==> src/rtl/ad9866_pkg.sv <==
// Shared types and constants for the AD9866 SPI responder: frame layout,
// well-known register addresses and the frame FSM states.
package ad9866_pkg;

  typedef struct packed {
    logic       rw;
    logic [1:0] pad;
    logic [4:0] addr;
    logic [7:0] data;
  } ad9866_frame_t;

  localparam logic [4:0] ADDR_RX_GAIN = 5'h09;
  localparam logic [4:0] ADDR_TX_GAIN = 5'h0A;
  localparam int         FRAME_BITS   = 16;

  typedef enum logic [1:0] {
    ST_IDLE  = 2'd0,
    ST_SHIFT = 2'd1,
    ST_DONE  = 2'd2
  } ad9866_state_t;

endpackage

==> src/rtl/ad9866_spi_responder_sync.sv <==
// Optional input synchroniser for sclk/sen_n/sdio plus the sclk rising-edge
// and sen_n rising/falling-edge detectors; sclk is sampled as data on clk.
module ad9866_spi_sync_edge #(
  parameter int SYNC_STAGES = 0
) (
  input  logic clk,
  input  logic reset,
  input  logic sclk,
  input  logic sen_n,
  input  logic sdio,
  output logic sdio_s,
  output logic rise_s,
  output logic sen_fall_s,
  output logic sen_rise_s
);

  logic sclk_s;
  logic sen_n_s;
  logic sclk_q;
  logic sen_n_q;

  generate
    if (SYNC_STAGES == 0) begin : g_direct
      assign sclk_s  = sclk;
      assign sen_n_s = sen_n;
      assign sdio_s  = sdio;
    end else begin : g_sync
      logic [SYNC_STAGES-1:0] sclk_sync_r;
      logic [SYNC_STAGES-1:0] sen_sync_r;
      logic [SYNC_STAGES-1:0] sdio_sync_r;

      // Multi-flop synchroniser chains for an asynchronous initiator
      always_ff @(posedge clk or posedge reset) begin
        if (reset) begin
          sclk_sync_r <= '0;
          sen_sync_r  <= '0;
          sdio_sync_r <= '0;
        end else begin
          sclk_sync_r[0] <= sclk;
          sen_sync_r[0]  <= sen_n;
          sdio_sync_r[0] <= sdio;
          for (int i = 1; i < SYNC_STAGES; i++) begin
            sclk_sync_r[i] <= sclk_sync_r[i-1];
            sen_sync_r[i]  <= sen_sync_r[i-1];
            sdio_sync_r[i] <= sdio_sync_r[i-1];
          end
        end
      end

      assign sclk_s  = sclk_sync_r[SYNC_STAGES-1];
      assign sen_n_s = sen_sync_r[SYNC_STAGES-1];
      assign sdio_s  = sdio_sync_r[SYNC_STAGES-1];
    end
  endgenerate

  // Previous-sample history; sen_n_q resets low so a frame already in
  // progress at reset release cannot look like a fresh falling edge.
  always_ff @(posedge clk or posedge reset) begin
    if (reset) begin
      sclk_q  <= 1'b0;
      sen_n_q <= 1'b0;
    end else begin
      sclk_q  <= sclk_s;
      sen_n_q <= sen_n_s;
    end
  end

  assign rise_s     = sclk_s & ~sclk_q;
  assign sen_fall_s = ~sen_n_s & sen_n_q;
  assign sen_rise_s = sen_n_s & ~sen_n_q;

endmodule

==> src/rtl/ad9866_spi_responder.sv <==
// AD9866 configuration-port responder: decodes 16-bit SPI frames into a
// shadow register file. Define AD9866_RESP_RDBK_EN to enable read-back on sdo.
module ad9866_spi_responder
  import ad9866_pkg::*;
#(
  parameter int SYNC_STAGES = 0,
  parameter int ADDR_W      = 5
) (
  input  logic              clk,
  input  logic              reset,
  input  logic              sclk,
  input  logic              sen_n,
  input  logic              sdio,
  output logic              sdo,
  output logic              sdo_oe,
  output logic              wr_stb,
  output logic [ADDR_W-1:0] wr_addr,
  output logic [7:0]        wr_data,
  output logic [5:0]        rx_gain,
  output logic [5:0]        tx_gain,
  output logic              frame_err
);

  logic sdio_s;
  logic rise_s;
  logic sen_fall_s;
  logic sen_rise_s;

  ad9866_spi_sync_edge #(
    .SYNC_STAGES(SYNC_STAGES)
  ) u_sync_edge (
    .clk       (clk),
    .reset     (reset),
    .sclk      (sclk),
    .sen_n     (sen_n),
    .sdio      (sdio),
    .sdio_s    (sdio_s),
    .rise_s    (rise_s),
    .sen_fall_s(sen_fall_s),
    .sen_rise_s(sen_rise_s)
  );

  ad9866_state_t     state_r;
  ad9866_state_t     state_nxt_s;
  logic [4:0]        bitcnt_r;
  logic [15:0]       shift_r;
  logic [15:0]       shift_nxt_s;
  ad9866_frame_t     frame_s;
  logic [ADDR_W-1:0] addr_s;
  logic              shift_en_s;
  logic              last_bit_s;
  logic              commit_s;
  logic              abort_s;
  logic              unused_s;

  logic [7:0]        regs_r [2**ADDR_W];
  logic              wr_stb_r;
  logic [ADDR_W-1:0] wr_addr_r;
  logic [7:0]        wr_data_r;
  logic [5:0]        rx_gain_r;
  logic [5:0]        tx_gain_r;
  logic              frame_err_r;

  // sen_n deassertion beats a coincident sclk rise, so it blocks shifting
  assign shift_nxt_s = {shift_r[14:0], sdio_s};
  assign frame_s     = ad9866_frame_t'(shift_nxt_s);
  assign addr_s      = ADDR_W'(frame_s.addr);
  assign shift_en_s  = (state_r == ST_SHIFT) && rise_s && !sen_rise_s;
  assign last_bit_s  = shift_en_s && (bitcnt_r == 5'(FRAME_BITS - 1));
  assign commit_s    = last_bit_s && !frame_s.rw;
  assign abort_s     = (state_r == ST_SHIFT) && sen_rise_s;
  assign unused_s    = ^{frame_s.pad, shift_r[15]};

  // Frame FSM next-state decode
  always_comb begin
    state_nxt_s = state_r;
    case (state_r)
      ST_IDLE: begin
        if (sen_fall_s) begin
          state_nxt_s = ST_SHIFT;
        end else begin
          state_nxt_s = ST_IDLE;
        end
      end
      ST_SHIFT: begin
        if (sen_rise_s) begin
          state_nxt_s = ST_IDLE;
        end else if (last_bit_s) begin
          state_nxt_s = ST_DONE;
        end else begin
          state_nxt_s = ST_SHIFT;
        end
      end
      ST_DONE: begin
        if (sen_rise_s) begin
          state_nxt_s = ST_IDLE;
        end else begin
          state_nxt_s = ST_DONE;
        end
      end
      default: state_nxt_s = ST_IDLE;
    endcase
  end

  // FSM state, bit counter and input shift register
  always_ff @(posedge clk or posedge reset) begin
    if (reset) begin
      state_r  <= ST_IDLE;
      bitcnt_r <= 5'd0;
      shift_r  <= 16'h0000;
    end else begin
      state_r <= state_nxt_s;
      if (state_r == ST_IDLE) begin
        bitcnt_r <= 5'd0;
      end else if (shift_en_s) begin
        bitcnt_r <= bitcnt_r + 5'd1;
      end
      if (shift_en_s) begin
        shift_r <= shift_nxt_s;
      end
    end
  end

  // Shadow register file, written only by a completed write frame
  always_ff @(posedge clk or posedge reset) begin
    if (reset) begin
      for (int i = 0; i < 2**ADDR_W; i++) begin
        regs_r[i] <= 8'h00;
      end
    end else if (commit_s) begin
      regs_r[addr_s] <= frame_s.data;
    end
  end

  // Write strobe, last-write capture, gain shadows and abort pulse
  always_ff @(posedge clk or posedge reset) begin
    if (reset) begin
      wr_stb_r    <= 1'b0;
      wr_addr_r   <= '0;
      wr_data_r   <= 8'h00;
      rx_gain_r   <= 6'h00;
      tx_gain_r   <= 6'h00;
      frame_err_r <= 1'b0;
    end else begin
      wr_stb_r    <= commit_s;
      frame_err_r <= abort_s;
      if (commit_s) begin
        wr_addr_r <= addr_s;
        wr_data_r <= frame_s.data;
      end
      if (commit_s && (addr_s == ADDR_W'(ADDR_RX_GAIN))) begin
        rx_gain_r <= frame_s.data[5:0];
      end
      if (commit_s && (addr_s == ADDR_W'(ADDR_TX_GAIN))) begin
        tx_gain_r <= frame_s.data[5:0];
      end
    end
  end

  assign wr_stb    = wr_stb_r;
  assign wr_addr   = wr_addr_r;
  assign wr_data   = wr_data_r;
  assign rx_gain   = rx_gain_r;
  assign tx_gain   = tx_gain_r;
  assign frame_err = frame_err_r;

`ifdef AD9866_RESP_RDBK_EN
  logic              addr_done_s;
  logic [ADDR_W-1:0] rd_addr_s;
  logic [7:0]        sdo_sr_r;
  logic              sdo_oe_r;

  // After 8 bits the address sits in the low byte of the shift register
  assign addr_done_s = shift_en_s && (bitcnt_r == 5'd7);
  assign rd_addr_s   = ADDR_W'(shift_nxt_s[4:0]);

  // Read data shifter: loaded when addressing completes, advanced per rise
  always_ff @(posedge clk or posedge reset) begin
    if (reset) begin
      sdo_sr_r <= 8'h00;
      sdo_oe_r <= 1'b0;
    end else if (addr_done_s && shift_nxt_s[7]) begin
      sdo_sr_r <= regs_r[rd_addr_s];
      sdo_oe_r <= 1'b1;
    end else if (last_bit_s || abort_s || (state_r != ST_SHIFT)) begin
      sdo_sr_r <= 8'h00;
      sdo_oe_r <= 1'b0;
    end else if (shift_en_s && sdo_oe_r) begin
      sdo_sr_r <= {sdo_sr_r[6:0], 1'b0};
    end
  end

  assign sdo    = sdo_sr_r[7];
  assign sdo_oe = sdo_oe_r;
`else
  assign sdo    = 1'b0;
  assign sdo_oe = 1'b0;
`endif

endmodule

==> config.mk <==
export PLATFORM = sky130hd
export DESIGN_NAME = ad9866_spi_responder
export DESIGN_NICKNAME = d
export VERILOG_FILES = /design/src/rtl/ad9866_pkg.sv /design/src/rtl/ad9866_spi_responder_sync.sv /design/src/rtl/ad9866_spi_responder.sv
export SDC_FILE = /design/constraint.sdc
export NUM_CORES = 1
export LEC_CHECK = 0
export ABC_AREA = 1
export BUFFER_PORTS_ARGS = -buffer_cell sky130_fd_sc_hd__buf_4
export CORE_ASPECT_RATIO = 0.75
export CORE_UTILIZATION = 55
export CTS_CLUSTER_SIZE = 14
export DETAILED_ROUTE_END_ITERATION = 10
export PLACE_DENSITY_LB_ADDON = 0.15
export SETUP_SLACK_MARGIN = 0.1
export SLEW_MARGIN = 20
export SYNTH_ARGS = -nofsm -noshare
export SYNTH_HDL_FRONTEND = slang
export SYNTH_SLANG_ARGS = --single-unit
==> constraint.sdc <==
create_clock -name clk -period 1.9 [get_ports clk]
set_clock_uncertainty 0.15 [all_clocks]
set_input_delay 0.19 -clock clk [delete_from_list [all_inputs] [get_ports clk]]
set_output_delay 0.19 -clock clk [all_outputs]
set_load 0.02 [all_outputs]
==> results of run 1 <==
[how the worst max path moves through the flow]
stage                start          to  slack, ns
2_1_floorplan  bitcnt_r[0]  wr_addr[0]       0.22
3_3_place_gp   bitcnt_r[0]  wr_addr[0]       0.12
3_5_place_dp   bitcnt_r[0]  wr_data[1]       0.03
4_1_cts        bitcnt_r[0]  tx_gain[5]       0.11
5_1_grt        bitcnt_r[0]  tx_gain[5]      -0.05
6_report       bitcnt_r[0]  wr_data[3]       0.09
[final cells by class]
type                       count  area share
timing repair buffer          53       0.150
sequential                    51       0.464
tap                           52      0.0237
multi-input combinational    135       0.292
clock buffer                   6      0.0300
inverter                      25      0.0341
clock inverter                 2     0.00592
[layer usage]
metal | track usage | share of wire
met5 | 0 | 0
met4 | 0.0797 | 0.012
met3 | 0.0580 | 0.047
met2 | 0.348 | 0.47
met1 | 0.343 | 0.47
[cell usage in the layout, fill, tap and decap left out]
| cell type | count |
|---|---|
| sky130_fd_sc_hd__nor2_4 | 3 |
| sky130_fd_sc_hd__o21ai_0 | 20 |
| sky130_fd_sc_hd__a21oi_1 | 2 |
| sky130_fd_sc_hd__o22ai_1 | 1 |
| sky130_fd_sc_hd__clkinv_4 | 1 |
| sky130_fd_sc_hd__nor2_1 | 3 |
| sky130_fd_sc_hd__clkbuf_8 | 6 |
| sky130_fd_sc_hd__nand2_2 | 11 |
| sky130_fd_sc_hd__nand4_1 | 14 |
| sky130_fd_sc_hd__buf_2 | 1 |
| sky130_fd_sc_hd__clkinvlp_4 | 1 |
| sky130_fd_sc_hd__nor2_2 | 4 |
| sky130_fd_sc_hd__nand3_4 | 1 |
| sky130_fd_sc_hd__xor2_1 | 1 |
| sky130_fd_sc_hd__nand3_1 | 6 |
| sky130_fd_sc_hd__o21ai_4 | 1 |
| sky130_fd_sc_hd__ha_2 | 2 |
| sky130_fd_sc_hd__nand2_4 | 2 |
| sky130_fd_sc_hd__nand2_1 | 47 |
| sky130_fd_sc_hd__dlygate4sd3_1 | 4 |
| sky130_fd_sc_hd__inv_2 | 4 |
| sky130_fd_sc_hd__buf_4 | 46 |
| sky130_fd_sc_hd__inv_1 | 21 |
| sky130_fd_sc_hd__conb_1 | 2 |
| sky130_fd_sc_hd__o21ai_2 | 12 |
| sky130_fd_sc_hd__nand2_8 | 2 |
| sky130_fd_sc_hd__buf_6 | 2 |
| sky130_fd_sc_hd__dfrtp_1 | 51 |
| sky130_fd_sc_hd__nor3_1 | 1 |
[kinds of logic after synthesis]
family,after synthesis,synth area share
AND/OR/NAND/NOR,93,0.207
flip-flops,51,0.596
AO/OA/AOI/OAI,36,0.107
buffers and inverters,34,0.0718
adder cells (fa/ha/maj),2,0.0117
XOR/XNOR,1,0.00409
other,1,0.00175
[power by group through the flow]
stage | registers [mW] | clock network [mW] | logic (mW)
CTS | 1.22 | 0.668 | 0.278
global placement | 1.24 | 0 | 0.242
global route | 1.23 | 0.705 | 0.322
floorplan | 1.23 | 0 | 0.190
finish | 1.22 | 0.663 | 0.278
detailed placement | 1.24 | 0 | 0.251
[registers in the layout (all words and copies together), names as in the netlist]
register and cells:
bitcnt_r 5, frame_err 1, rx_gain 6, shift_r 15, state_r 2, tx_gain 6, u_sync_edge.sclk_q 1, u_sync_edge.sen_n_q 1
wr_addr 5, wr_data 8, wr_stb 1
[tightest hold or removal path, stage by stage]
cell	delay, ns
sky130_fd_sc_hd__dlygate4sd3_1	0.54
sky130_fd_sc_hd__buf_4	0.13
sky130_fd_sc_hd__inv_2	0.31
[timing repair]
| item | in CTS | in global routing |
|---|---|---|
| buffers inserted | 3 | 6 |
| gates resized for setup | 7 | 17 |
| endpoints found under the setup margin | 14 | 27 |
| hold buffers | 4 | 0 |
| pin swaps | 4 | 11 |
| cloned | 2 | 0 |
| endpoints found under the hold margin | 22 | 0 |
==> PnR_summary.wiki, run 1 <==
{| class="wikitable"
! Metric !! Value
|-
| Outcome || completed
|-
| Yosys cell types || 22
|-
| Total Negative Setup Slacks || 0 ns
|-
| Register-to-register setup slack || 0.09 ns
|-
| Pin count of the biggest net entering global routing || 31
|-
| DIE WIDTH || around 74 um
|-
| DPL Wire Length || 2820 um
|-
| Routed wire per std cell || 13.6 um
|-
| Time the worst path needs with I/O delays and setup || 1.81 ns
|-
| Area enclosed by the die boundary || 0.00415 mm^2
|-
| ANT nets after route || 0
|-
| Critical path data required time || a little under 2 ns
|-
| Worst hold slack across all endpoints || 0.282 ns
|-
| Count of cell instances traversed by the critical path || 10
|-
| Top Ports || 34
|-
| Sequential Area || 0.00128 mm^2
|-
| Crit-path leading delay family || simple AND/OR/NAND/NOR gates
|-
| Sequential fraction of design power || 0.566
|-
| Terminus of the critical flop-to-flop path || wr_data[3]
|-
| Max Transition Viols Final || 0
|-
| Layout cells sized above 1 || 0.364
|-
| Total clock buffers created by CTS || 5
|-
| Sw Ratio || 0.291
|-
| Final critical-path share of the clock period || 0.951
|-
| Cell area power density || around 790 mW/mm^2
|-
| Post-layout worst setup margin || 0.0938 ns
|-
| Starting utilization of the core area || 0.581
|-
| Area fraction of the dominant cell type after synthesis || 0.596
|-
| Lkg Pwr || 1.35 nW
|-
| Placed cell count || 301
|-
| Post-route design area || 0.00275 mm^2
|-
| Clock insertion delay at the later pin of the skew report || about 0.31 ns
|-
| Final Power || 2.17 mW
|-
| Avg Synthesized Cell Area || 9.83 um^2
|-
| Type of the setup path with the least slack || flip-flop to flip-flop
|-
| Height of the die || 56.0 um
|-
| TritonCTS clock tree || built
|-
| Aggregate global-route resource usage || 0.236
|-
| Yosys warning total || 0
|-
| Library cell with the highest instance count after synthesis || sky130_fd_sc_hd__nand2_1
|-
| Main area contributors after synthesis || sky130_fd_sc_hd__dfrtp_1, sky130_fd_sc_hd__nand2_1, sky130_fd_sc_hd__o21ai_2, sky130_fd_sc_hd__o21ai_0, sky130_fd_sc_hd__nand4_1
|-
| Largest buffer count on any clock path || 2
|-
| Post-synth design cell area || 0.00214 mm^2
|-
| Setup repair after global routing missed its margin || true
|-
| Post-route core utilization || 0.746
|-
| # clock sinks || 51
|-
| I/O Buffers || 31
|-
| Cell-internal power || 1.54 mW
|-
| Final weighted congestion in routability-driven placement || approximately 0.74
|-
| Worst setup SP type || flip-flop
|-
| Leading post-synthesis cells by instance count || sky130_fd_sc_hd__nand2_1, sky130_fd_sc_hd__dfrtp_1, sky130_fd_sc_hd__inv_1
|-
| # DRC || 0
|-
| Synthesized netlist cell count || ~220
|-
| Post-synth EDFFs || 0
|-
| Achievable clock frequency || 554 MHz
|-
| Root buf cell || sky130_fd_sc_hd__clkbuf_8
|-
| Worst r2r path cells || 10
|-
| Register area share after synthesis || 0.596
|-
| Most frequently used flop master after synthesis || sky130_fd_sc_hd__dfrtp_1
|-
| Wire length of the first global-routing pass || ~7200 um
|-
| Initial antenna violation count || 0
|-
| # nets final || 278
|-
| Total iterations of the first detailed-routing run || 4
|-
| # rows || 19
|-
| Total wire length || 4410 um
|-
| CP arrival || 1.86 ns
|-
| Clock power share || 0.306
|-
| Cell Area, Placed || 0.00244 mm^2
|-
| Post-synthesis register bit count || 51
|-
| Largest fanout on the critical path || 14
|-
| Number of non-filler instances in the completed layout || 324
|-
| Delay of the slowest critical-path stage || 0.39 ns
|-
| Core footprint || 0.00368 mm^2
|-
| Crit Reg-Reg Startpoint || bitcnt_r[0]
|-
| Number of levels in the clock H-tree || 2
|-
| Vias in the first global route || 1564
|-
| Number of maximum-capacitance violations || 0
|-
| Net Switching || 0.630 mW
|-
| Total congestion overflow || 0
|-
| Share of power burned in combinational logic || 0.129
|-
| Count of endpoints failing hold in the final timing report || 0
|-
| Multi-input logic area || 802 um^2
|-
| Initial drt markers || 71
|-
| Syn-to-layout area delta || 28.3%
|-
| Fillers || about 280
|-
| Setup slack after placement || 0.0346 ns
|-
| Clock transition at the register clock pins on the worst setup and hold paths after CTS || 0.10 ns
|-
| Max stage delay cell, worst path || sky130_fd_sc_hd__dfrtp_1
|-
| Final setup violation count || 0
|-
| Fraction of synthesis flops using an asynchronous set or reset pin || 1.00
|-
| Antenna Diode Count || 0
|-
| Cells along the critical path || ha_2 -> nand2_2 -> nor2_2 -> ha_2 -> inv_2 -> nor2_4 -> buf_6 -> nand2_8 -> nand2_1 -> o21ai_2
|-
| Worst vdd ir || 0.000576 V
|-
| Cell taking the most area after synthesis || sky130_fd_sc_hd__dfrtp_1
|-
| Cell with the most instances on the worst path || sky130_fd_sc_hd__ha_2
|-
| Kind of capture point of the worst setup path || flip-flop
|-
| Routed via count || between 1.5k and 2k
|-
| Via density || 5.20
|-
| Path class of the lowest-slack min-delay path || input pin to async pin
|-
| Number of buffers and inverters on the critical path || 2
|}
Power figures use the tool's default switching activity.
==> run 2: changes to the inputs <==
CORE_UTILIZATION = 40   (was 55)
==> run 2 against run 1 <==
  * Clock-buffer cell count grew 1
  * Clock power shrank 11%
  * Wire length shrank 3.0%
  * Cell count grew 4.6%
  * Non-clock buffer count shrank 5
  * Via count shrank 7.4%
  * Maximum frequency fell by 3.2%
==> PnR_summary.wiki, run 2 (synthesis results as in run 1) <==
{| class="wikitable"
! Metric !! Value
|-
| Clock power share || 0.282
|-
| Crit-path leading delay family || simple AND/OR/NAND/NOR gates
|-
| Kind of capture point of the worst setup path || flip-flop
|-
| # DRC || 0
|-
| Via density || ~4.6
|-
| Final weighted congestion in routability-driven placement || 0.808
|-
| Vias in the first global route || 1409
|-
| Lkg Pwr || 1.32 nW
|-
| Met2 usage in global routing || 0.229
|-
| Type of the setup path with the least slack || flip-flop to flip-flop
|-
| Grt met3 use || 0.0415
|-
| Total wire length || 4280 um
|-
| Share of power burned in combinational logic || 0.133
|-
| Area enclosed by the die boundary || 0.00565 mm^2
|-
| Height of the die || 65.4 um
|-
| Met1 track demand over resource || 0.239
|-
| Post-route design area || 0.00271 mm^2
|-
| Number of maximum-capacitance violations || 0
|-
| Outcome || completed
|-
| DIE WIDTH || 86.5 um
|-
| Cell-internal power || roughly 1.5 mW
|-
| Largest register by flop count || shift_r
|-
| Count of endpoints failing hold in the final timing report || 0
|-
| Clock insertion delay at the later pin of the skew report || 0.30 ns
|-
| Commonest non-fill, non-tap cell in the layout || sky130_fd_sc_hd__nand2_1
|-
| Aggregate global-route resource usage || 0.162
|-
| Syn-to-layout area delta || 26.4%
|-
| Layout cells sized above 1 || 0.315
|-
| Root buf cell || sky130_fd_sc_hd__clkbuf_8
|-
| Number of buffers and inverters on the critical path || 2
|-
| Cells along the critical path || ha_2 -> nand2_2 -> nor2_2 -> ha_2 -> inv_2 -> nor2_4 -> buf_6 -> nand2_8 -> nand2_1 -> o21ai_2
|-
| Top Ports || 34
|-
| Total clock buffers created by CTS || 5
|-
| Most frequent cells in the layout || sky130_fd_sc_hd__nand2_1, sky130_fd_sc_hd__dfrtp_1, sky130_fd_sc_hd__buf_4
|-
| Core footprint || between 0.005 and 0.006 mm^2
|-
| Worst setup SP type || flip-flop
|-
| Setup slack after placement || 0.0653 ns
|-
| Total Negative Setup Slacks || 0 ns
|-
| Number of levels in the clock H-tree || 2
|-
| Total congestion overflow || 0
|-
| Largest buffer count on any clock path || 2
|-
| Time the worst path needs with I/O delays and setup || 1.87 ns
|-
| Setup repair after global routing missed its margin || true
|-
| Cell with the most instances on the worst path || sky130_fd_sc_hd__ha_2
|-
| Max Transition Viols Final || 0
|-
| Net Switching || about 0.6 mW
|-
| Pin count of the biggest net entering global routing || 52
|-
| Clock transition at the register clock pins on the worst setup and hold paths after CTS || approximately 0.090 ns
|-
| Final setup violation count || 0
|-
| Delay of the slowest critical-path stage || 0.40 ns
|-
| Final critical-path share of the clock period || 0.982
|-
| Number of non-filler instances in the completed layout || 339
|-
| CP arrival || 1.91 ns
|-
| Sw Ratio || 0.286
|-
| TritonCTS clock tree || built
|-
| Cell Area, Placed || between 0.002 and 0.0025 mm^2
|-
| Starting utilization of the core area || 0.428
|-
| Initial drt markers || 80
|-
| Achievable clock frequency || 536 MHz
|-
| Max stage delay cell, worst path || sky130_fd_sc_hd__dfrtp_1
|-
| Max FFs per register || 15
|-
| Largest fanout on the critical path || 14
|-
| Routed wire per std cell || 12.6 um
|-
| # nets final || ~270
|-
| Initial antenna violation count || 0
|-
| # rows || 22
|-
| ANT nets after route || 0
|-
| Cell area power density || 774 mW/mm^2
|-
| Total iterations of the first detailed-routing run || 4
|-
| DPL Wire Length || ~2700 um
|-
| Placed cell count || 320
|-
| I/O Buffers || 31
|-
| Routed via count || 1562
|-
| # clock sinks || roughly 50
|-
| Worst vdd ir || 0.000415 V
|-
| Antenna Diode Count || 0
|-
| Layer carrying the most global-route usage || met1
|-
| Post-route core utilization || 0.540
|-
| Critical path data required time || 1.94 ns
|-
| Post-layout worst setup margin || 0.0348 ns
|-
| Sequential fraction of design power || 0.585
|-
| Path class of the lowest-slack min-delay path || input pin to flip-flop
|-
| Wire length of the first global-routing pass || 6850 um
|}
run 2: timing repair:
item | CTS | global route
endpoints found under the setup margin | 13 | 26
pin swaps | 1 | 4
gates resized for setup | 3 | 13
hold buffers | 3 | 0
gates cloned | 1 | 1
buffers inserted | 2 | 4
hold endpoints to repair | 53 | 0
run 2: routing by layer:
metal,share of wire,vias to the layer above
li1,-,791
met1,0.52,732
met2,0.42,32
met3,0.039,7
met4,0.014,0
met5,0,-
run 2: path summary, 6_finish.rpt:
path	cells after the start	startpoint	end	slack [ns]
max in group asynchronous	4	reset	wr_data[3]	1.03
hold reg to reg	2	tx_gain[0]	tx_gain[0]	0.33
hold / removal	3	sdio	tx_gain[0]	0.02
setup reg to reg	10	bitcnt_r[0]	wr_data[1]	0.03
setup / recovery	10	bitcnt_r[0]	wr_data[1]	0.03
min in group asynchronous	4	reset	wr_data[6]	0.33
run 2: metrics by stage:
step / power [mW] / hold WS [ns]
6_report: 2.09 / 0.0206
5_1_grt: 2.21 / 0.0432
4_1_cts: 2.13 / 0.0139
3_5_place_dp: 1.50 / 0.116
3_3_place_gp: 1.50 / 0.116
2_1_floorplan: 1.42 / 0.0714
run 2: power by group through the flow:
stage,registers (mW),logic (mW),clock network [mW]
floorplan,1.23,0.190,0
global placement,1.24,0.254,0
detailed placement,1.24,0.257,0
CTS,1.22,0.282,0.623
global route,1.23,0.323,0.657
finish,1.22,0.279,0.592
run 2: worst min-delay path, cell delays in order:
cell	delay, ns
sky130_fd_sc_hd__buf_4	0.09
sky130_fd_sc_hd__nand4_1	0.08
sky130_fd_sc_hd__nand2_1	0.07
run 2: final cells by class:
type	count	area [um^2]
clock buffer	7	76.3
clock inverter	1	5.00
fill	497	2300
inverter	25	93.8
multi-input combinational	135	777
sequential	51	1280
tap	72	90.1
timing repair buffer	48	389
==> run 3: changes to the inputs <==
CORE_UTILIZATION = 25   (was 40)
MAX_ROUTING_LAYER = met4   (was not set)
==> run 3 against run 2 <==
  * Total power grew 15%
  * Utilization shrank 19 points
  * Maximum frequency grew 3.6%
  * Critical path type unchanged
  * Global-route usage shrank 4.0 points
  * Non-clock buffer count grew 3
  * First-iteration DRC count shrank 6.3%
  * Wire length grew 13%
  * Clock power grew 50%
==> PnR_summary.wiki, run 3 (synthesis results as in run 1) <==
{| class="wikitable"
! Metric !! Value
|-
| Lkg Pwr || 1.38 nW
|-
| Largest register by flop count || shift_r
|-
| Critical path data required time || 1.93 ns
|-
| Time the worst path needs with I/O delays and setup || 1.80 ns
|-
| Type of the setup path with the least slack || flip-flop to flip-flop
|-
| Final setup violation count || 0
|-
| I/O Buffers || 31
|-
| Cell Area, Placed || 0.00252 mm^2
|-
| Cell area power density || 838 mW/mm^2
|-
| Remaining max-slew budget at the tightest pin || 0.618
|-
| Multi-input logic area || 817 um^2
|-
| Sequential Area || 0.00128 mm^2
|-
| Min-Delay Startpoint || sen_n
|-
| Initial drt markers || 75
|-
| Height of the die || 82.2 um
|-
| Achievable clock frequency || 556 MHz
|-
| Top Ports || 34
|-
| TritonCTS clock tree || built
|-
| Total iterations of the first detailed-routing run || 4
|-
| Worst setup SP type || flip-flop
|-
| Aggregate global-route resource usage || 0.122
|-
| Count of endpoints failing hold in the final timing report || 0
|-
| Core footprint || 0.00809 mm^2
|-
| Final critical-path share of the clock period || 0.947
|-
| Syn-to-layout area delta || 34.3%
|-
| Post-route design area || 0.00288 mm^2
|-
| DIE WIDTH || 109 um
|-
| DPL Wire Length || 3020 um
|-
| ANT nets after route || 0
|-
| Number of levels in the clock H-tree || 2
|-
| Largest fanout on the critical path || 7
|-
| Total clock buffers created by CTS || 5
|-
| Worst Max-Slew Pin Slew || 0.572 ns
|-
| Routed wire per std cell || 12.8 um
|-
| # DRC || 0
|-
| Root buf cell || sky130_fd_sc_hd__clkbuf_16
|-
| Clock insertion delay at the later pin of the skew report || ~0.29 ns
|-
| Initial antenna violation count || 0
|-
| # rows || 28
|-
| Total wire length || 4820 um
|-
| Most frequent cells in the layout || sky130_fd_sc_hd__dfrtp_1, sky130_fd_sc_hd__nand2_1, sky130_fd_sc_hd__buf_4
|-
| Setup repair after global routing missed its margin || true
|-
| Antenna Diode Count || 0
|-
| Clock transition at the register clock pins on the worst setup and hold paths after CTS || 0.07 ns
|-
| Max Transition Viols Final || 0
|-
| Path class of the lowest-slack min-delay path || input pin to flip-flop
|-
| Kind of capture point of the worst setup path || flip-flop
|-
| CP arrival || 1.83 ns
|-
| Largest buffer count on any clock path || 2
|-
| Number of maximum-capacitance violations || 0
|-
| Wire length of the first global-routing pass || 7970 um
|-
| Vias in the first global route || roughly 1.6k
|-
| Pin count of the biggest net entering global routing || 52
|-
| Crit Reg-Reg Startpoint || bitcnt_r[1]
|-
| Area enclosed by the die boundary || between 0.008 and 0.009 mm^2
|-
| Max stage delay cell, worst path || sky130_fd_sc_hd__dfrtp_1
|-
| Commonest non-fill, non-tap cell in the layout || sky130_fd_sc_hd__dfrtp_1
|-
| Total congestion overflow || 0
|-
| Cells along the critical path || ha_2 -> nand2_2 -> nor2_2 -> ha_2 -> inv_2 -> nor2_4 -> buf_6 -> nand2_8 -> nand2_2 -> o21ai_2
|-
| Max FFs per register || 15
|-
| # nets final || around 280
|-
| Routed via count || around 1.6k
|-
| Outcome || completed
|-
| # clock sinks || 51
|-
| Via density || between 4 and 5
|-
| Fillers || between 800 and 900
|-
| Starting utilization of the core area || 0.265
|-
| Launching element of the worst setup path || bitcnt_r[1]
|-
| Layout cells sized above 1 || 0.369
|-
| Worst vdd ir || 0.000388 V
|-
| Delay of the slowest critical-path stage || 0.37 ns
|-
| Total Negative Setup Slacks || 0 ns
|-
| Final weighted congestion in routability-driven placement || 0.710
|}
-- run 3: repair_timing --
item / 4_1_cts / 5_1_grt
cloned: 1 / 1
pin swaps: 1 / 10
resized for setup: 4 / 22
endpoints found under the setup margin: 14 / 26
hold buffers: 3 / 0
endpoints found under the hold margin: 53 / 0
buffers inserted: 3 / 6
-- run 3: metrics by stage --
stage / power (mW) / std cells / setup slack, ns / utilization / hold slack (ns)
after floorplan: 1.42 / 219 / 0.221 / - / 0.0714
after global placement: 1.50 / 354 / 0.0679 / 0.312 / 0.120
after detailed placement: 1.51 / 354 / 0.00969 / 0.312 / 0.122
after CTS: 2.43 / 369 / 0.0953 / 0.340 / 0.0240
after global routing: 2.54 / 376 / 0.0110 / 0.355 / 0.0361
final: 2.41 / 376 / 0.100 / 0.355 / 0.0303
-- run 3: critical path, delay by kind of cell (launching register included) --
kind,cells,cell delay [ns]
compound gates,1,0.05
fa+ha+maj,2,0.39
buf+inv,2,0.22
flops,1,0.37
simple gates,5,0.52
-- run 3: layer usage --
| metal | part of all wire | up-vias | GRT usage |
|---|---|---|---|
| met2 | 0.40 | 36 | 0.167 |
| met1 | 0.55 | 765 | 0.174 |
| met5 | 0 | - | - |
| li1 | - | 809 | - |
| met4 | 0.0095 | 0 | 0.0405 |
| met3 | 0.039 | 4 | 0.0298 |
-- run 3: worst paths after layout --
path                                           end  slack, ns  cells after the start
worst max register to register          wr_data[7]        0.1                     10
worst max-delay path                    wr_data[7]        0.1                     10
worst min-delay path                    state_r[0]       0.03                      4
max in group asynchronous               wr_addr[0]       0.99                      4
min in group asynchronous       u_sync_edge.sclk_q       0.36                      4
worst min register to register          tx_gain[0]       0.33                      2
-- run 3: power by group --
group	leakage, nW	switching, mW	total [mW]	internal, mW
Combinational	0.604	0.213	0.293	0.0804
Sequential	0.700	0.0688	1.23	1.16
Clock	0.0740	0.400	0.889	0.489
-- run 3: cell type report --
class | count | area share
clock buffers | 5 | 0.0435
clock inverters | 3 | 0.00652
inverters | 25 | 0.0326
multi-input cells | 136 | 0.284
flip-flops and latches | 51 | 0.444
well taps | 105 | 0.0457
repair buffers | 51 | 0.144
